$ cat src/rtl/alu_result_bcd.sv
`default_nettype none
// ============================================================================
// alu_result_bcd : iterative double-dabble, ALU result -> sign + packed BCD
// Rev 1.0
// ============================================================================
module alu_result_bcd #(
   parameter int WIDTH  = 16,
   parameter int DIGITS = 5,
   parameter int SIGNED = 1
) (
   input  logic                  clk,
   input  logic                  reset,
   input  logic                  start,
   input  logic [WIDTH-1:0]      value,
   output logic                  busy,
   output logic                  done,
   output logic                  neg,
   output logic [4*DIGITS-1:0]   bcd
);

   localparam int C_CNT_W = $clog2(WIDTH + 1);
   localparam int C_BCD_W = 4 * DIGITS;

   localparam logic [1:0] S_IDLE  = 2'd0;
   localparam logic [1:0] S_SHIFT = 2'd1;
   localparam logic [1:0] S_DONE  = 2'd2;

   logic [1:0]           r_state;
   logic [WIDTH-1:0]     r_mag;
   logic [C_BCD_W-1:0]   r_scratch;
   logic [C_CNT_W-1:0]   r_count;
   logic                 r_neg_pend;
   logic [C_BCD_W-1:0]   r_bcd;
   logic                 r_neg;

   logic                 w_neg_in;
   logic [WIDTH-1:0]     w_mag_in;
   logic [C_BCD_W-1:0]   w_adj;
   logic [C_BCD_W-1:0]   w_shifted;

   // Negation is done as an unsigned WIDTH-bit value so the most negative input maps to 2^(WIDTH-1).
   assign w_neg_in = (SIGNED != 0) && value[WIDTH-1];
   assign w_mag_in = w_neg_in ? (~value + {{(WIDTH-1){1'b0}}, 1'b1}) : value;

   genvar d;
   generate
      for (d = 0; d < DIGITS; d++) begin : g_digit
         assign w_adj[4*d +: 4] = (r_scratch[4*d +: 4] >= 4'd5) ?
                                  (r_scratch[4*d +: 4] + 4'd3) : r_scratch[4*d +: 4];
      end
   endgenerate

   assign w_shifted = {w_adj[C_BCD_W-2:0], r_mag[WIDTH-1]};

   always_ff @(posedge clk) begin
      if (reset) begin
         r_state    <= S_IDLE;
         r_mag      <= '0;
         r_scratch  <= '0;
         r_count    <= '0;
         r_neg_pend <= 1'b0;
         r_bcd      <= '0;
         r_neg      <= 1'b0;
      end else begin
         case (r_state)
            S_IDLE: begin
               if (start) begin
                  r_mag      <= w_mag_in;
                  r_neg_pend <= w_neg_in;
                  r_scratch  <= '0;
                  r_count    <= '0;
                  r_state    <= S_SHIFT;
               end
            end
            S_SHIFT: begin
               r_scratch <= w_shifted;
               r_mag     <= {r_mag[WIDTH-2:0], 1'b0};
               r_count   <= r_count + 1'b1;
               if (r_count == C_CNT_W'(WIDTH - 1)) begin
                  r_bcd   <= w_shifted;
                  r_neg   <= r_neg_pend;
                  r_state <= S_DONE;
               end
            end
            S_DONE: begin
               r_state <= S_IDLE;
            end
            default: begin
               r_state <= S_IDLE;
            end
         endcase
      end
   end

   assign busy = (r_state == S_SHIFT);
   assign done = (r_state == S_DONE);
   assign neg  = r_neg;
   assign bcd  = r_bcd;

endmodule
`default_nettype wire

$ cat config.mk
export PLATFORM = sky130hd
export DESIGN_NAME = alu_result_bcd
export DESIGN_NICKNAME = d
export VERILOG_FILES = /design/src/rtl/alu_result_bcd.sv
export SDC_FILE = /design/constraint.sdc
export NUM_CORES = 1
export LEC_CHECK = 0
export BUFFER_PORTS_ARGS = -buffer_cell sky130_fd_sc_hd__buf_2
export CORE_UTILIZATION = 25
export DETAILED_ROUTE_END_ITERATION = 12
export PLACE_DENSITY = 0.48
export SLEW_MARGIN = 0
export SYNTH_ARGS = -nofsm -noshare
export SYNTH_HDL_FRONTEND = slang
export SYNTH_SLANG_ARGS = --single-unit
$ cat constraint.sdc
create_clock -name clk -period 2.5 [get_ports clk]
set_clock_uncertainty 0.2 [all_clocks]
set_input_delay 0.5 -clock clk [delete_from_list [all_inputs] [get_ports clk]]
set_output_delay 0.5 -clock clk [all_outputs]
set_load 0.01 [all_outputs]
==> key figures <==
Clock tree
  • CTS clk-pin slew, worst paths: about 0.05 ns
  • Sink Count: 65
  • Root buffer cell: clkbuf_16
  • CTS tree: yes
  • Post-cts resize count: 0
  • Max Root-Sink Buffers: 2
  • H-Tree Depth: 3
  • Hold-fix buffers, CTS: 0
  • CTS Buf Count: 9
  • Post-CTS Setup Bufs: 0
  • Worst-Skew Late Latency: ~0.32 ns

Yosys
  • Post-Synth Simple-Gate Area: 22.7%
  • Cell taking the most area after synthesis: dfxtp_1
  • Complex-gate fraction of the synthesized area: roughly 20%
  • Mux share of post-synthesis cell area: 2.09%
  • Post-synth net total: 405
  • Number of synthesized register bits: 65
  • Largest family of logic cells by synthesized area: simple AND/OR/NAND/NOR gates
  • Adder-cell area share of the yosys netlist: 5.02%
  • Sequential share of the synthesized area: approximately two fifths
  • Synth warn: 0
  • Ys flop type: dfxtp_1
  • Largest cells by area after synthesis: dfxtp_1 40%, o21ai_0 5.9%, ha_1 5.0%
  • Library cells used by synthesis: 44
  • Post-Synth XOR/XNOR Area: 4.60%
  • Async SR Flop Fraction: 0%
  • Syn Std Cell Area: 3240 um2
  • Post-synth EDFFs: 0
  • Post-synthesis average cell area: 8.68 um2
  • Share of the synthesized area in the top cell type: 40.2%
  • Gate Count Post-Synth: between 300 and 400

Timing
  • Worst slew pin tran: around 0.46 ns
  • Clock period minus worst slack: 1.97 ns
  • Worst setup margin: 0.529 ns
  • Setup_tns: 0 ns
  • Unrepaired setup endpoints after global routing: no
  • Slew margin rel.: 69.4%
  • Fin. Hold Viols: 0
  • Max-slew violation count: 0
  • Final worst-path cycle share: between 70 and 80%
  • Highest Clock Rate: roughly 0.5 GHz
  • Final setup violation count: 0

GRT
  • Vias in the first global route: 2583
  • Total track usage: 12.5%
  • Largest net degree at the start of global routing: 37
  • Grt total ovfl: 0
  • Initial antenna violation count: 0
  • First-pass GRT wire length: 12900 um

Detailed routing
  • Avg WL per Cell: 13.2 um
  • Via density: 4.77
  • Via Count: 2799
  • DRT Pass-1 Iters: 5
  • Iteration-0 DRC count of the detailed router: 188
  • Residual DRC: 0
  • Antenna viol nets, final: 0
  • Post-Route WL: 7760 um

Critical path
  • Startpoint Class: register
  • Max incr delay on CP: 0.34 ns
  • RR Endpoint: bcd[14]
  • Slowest cell on crit path: nand2b_1
  • Worst reg-to-reg setup slack: 0.53 ns
  • Crit. Startpoint: r_count[0]
  • Worst setup path endpoint: bcd[14]
  • Critical-path maximum fanout: 11
  • Reg2reg start: r_count[0]
  • Reg2Reg Depth: 6
  • Arr. time, crit path: about 2 ns
  • Crit. End Element: register
  • CP required: roughly 2.5 ns
  • Crit path cell chain: ha_1, and3_1, ha_1, and2_1, nand2b_1, o21ai_0
  • Cell mode on critical path: ha_1
  • Critical path type: reg2reg

Final layout
  • Area growth syn-to-layout: 20.9%
  • # diodes: 0
  • Final net count: 443
  • Layout cells sized above 1: approximately a fifth

Pwr
  • Max IR drop VDD: around 340 uV
  • PD cells: 609 nW/um2
  • P_int: 1.82 mW
  • Sw power: 562 uW
  • Sequential share of power: 45.1%
  • Gate power share: under 10%
  • Clock power share: 46.8%
  • Pleak: 1.46 nW
  • Sw Share: 23.6%

Die
  • Initial Util: between 20% and 30%
  • Die ar.: between 10000 and 15000 um2
  • Die width: between 100 and 150 um
  • Num rows: 41
  • Ports: 42
  • CORE AREA: 12600 um2
  • Die H: 116 um

Run status
  • Outcome: finished clean

Placed design
  • Place WS: around 0.28 ns
  • Hpwl dp: 5380 um
  • Routability congestion estimate: 0.791
  • Buffers added on ports: 41

Job
  • Max Cap Viol: 0

Hold path
  • Hold WC Path Type: in2reg
  • Critical hold path startpoint: value[0]
synthesized netlist by cell type (2+ instances only):
| library cell | instances |
|---|---|
| a222oi_1 | 2 |
| a22oi_1 | 13 |
| o22ai_1 | 11 |
| o31ai_1 | 2 |
| nor3b_1 | 9 |
| and2_1 | 5 |
| mux2_2 | 6 |
| nand3b_1 | 21 |
| nor2_1 | 23 |
| and3_1 | 3 |
| buf_2 | 2 |
| buf_1 | 2 |
| xor2_1 | 11 |
| o21ai_0 | 38 |
| clkbuf_1 | 20 |
| o41ai_2 | 3 |
| or3_1 | 2 |
| inv_1 | 16 |
| xnor2_1 | 6 |
| or3b_2 | 2 |
| dfxtp_1 | 65 |
| nand2_1 | 16 |
| a211oi_1 | 5 |
| nor3_1 | 19 |
| nand3_1 | 8 |
| nand2b_1 | 11 |
| a21oi_1 | 23 |
| ha_1 | 13 |
flip-flops by register name (all words and copies together), names as in the netlist:
| name | cells |
|---|---|
| r_neg_pend | 1 |
| r_scratch | 20 |
| r_count | 5 |
| neg | 1 |
| r_mag | 16 |
| bcd | 20 |
| r_state | 2 |
power by group through the flow:
stage | Combinational (mW) | Sequential, mW | Clock (mW)
2_1_floorplan | 0.128 | 1.09 | 0
3_3_place_gp | 0.196 | 1.10 | 0
3_5_place_dp | 0.196 | 1.10 | 0
4_1_cts | 0.197 | 1.08 | 1.16
5_1_grt | 0.217 | 1.08 | 1.20
6_report | 0.193 | 1.08 | 1.12
cells by family (layout without fill, tap and decap cells):
logic type	Yosys count	after routing
AOI/OAI and AO/OA	103	103
xor gates and xnor gates	17	17
adders and majority gates	13	13
buffers and inverters	41	83
DFF	65	65
muxes	6	6
and+or+nand+nor	128	128
critical path, delay by kind of cell, from the launching register on:
family	cells	cell delay (ns)
simple gates	3	0.69
fa+ha+maj	2	0.43
flops	1	0.33
compound gates	1	0.18
cell usage in the layout, fill, tap and decap left out, types with 2 or more instances in the layout:
| master | Yosys | layout |
|---|---|---|
| buf_4 | 0 | 10 |
| dfxtp_1 | 65 | 65 |
| or3b_2 | 2 | 2 |
| nor2_1 | 23 | 23 |
| and3_1 | 3 | 3 |
| nand3b_1 | 21 | 21 |
| a222oi_1 | 2 | 2 |
| o31ai_1 | 2 | 2 |
| mux2_2 | 6 | 6 |
| nand2_1 | 16 | 16 |
| nand2b_1 | 11 | 11 |
| a211oi_1 | 5 | 5 |
| o21ai_0 | 38 | 38 |
| ha_1 | 13 | 13 |
| clkbuf_16 | 0 | 9 |
| inv_1 | 16 | 16 |
| a21oi_1 | 23 | 23 |
| buf_2 | 2 | 41 |
| a22oi_1 | 13 | 13 |
| nor3b_1 | 9 | 9 |
| o41ai_2 | 3 | 3 |
| o22ai_1 | 11 | 11 |
| nand3_1 | 8 | 8 |
| xor2_1 | 11 | 11 |
| clkinv_2 | 0 | 4 |
| or3_1 | 2 | 2 |
| xnor2_1 | 6 | 6 |
| nor3_1 | 19 | 19 |
| and2_1 | 5 | 5 |
per-layer routing:
metal	track usage (%)	part of all wire (%)
met1	15.7	48
met2	20.0	47
met3	4.03	4.2
met4	4.62	1.0
met5	0	0
layout make-up:
| cell class | instances | area [um2] |
|---|---|---|
| clock buffer | 11 | 243 |
| clock inverter | 4 | 20.0 |
| fill | 1382 | 8700 |
| inverter | 16 | 60.1 |
| multi-input combinational | 267 | 1780 |
| sequential | 65 | 1300 |
| tap | 172 | 215 |
| timing repair buffer | 52 | 300 |
worst min-delay path by stage:
stage / end / slack [ns] / cells past startpoint
final: r_mag[0] / 0.25 / 3
after CTS: r_mag[0] / 0.24 / 3
after floorplan: neg / 0.23 / 2
after global placement: neg / 0.24 / 2
after global routing: r_neg_pend / 0.28 / 2
after detailed placement: neg / 0.25 / 2
per-stage QoR:
| stage | area [um2] | instances | hold WS, ns | total power [mW] | utilization [%] |
|---|---|---|---|---|---|
| after floorplan | 3240 | 373 | 0.232 | 1.22 | - |
| after global placement | 3650 | 572 | 0.244 | 1.29 | 29.0 |
| after detailed placement | 3650 | 572 | 0.247 | 1.29 | 29.0 |
| after CTS | 3920 | 587 | 0.238 | 2.43 | 31.0 |
| after global routing | 3920 | 587 | 0.275 | 2.49 | 31.0 |
| final | 3920 | 587 | 0.249 | 2.38 | 31.0 |
No activity file was read; power rests on OpenSTA's default activity.
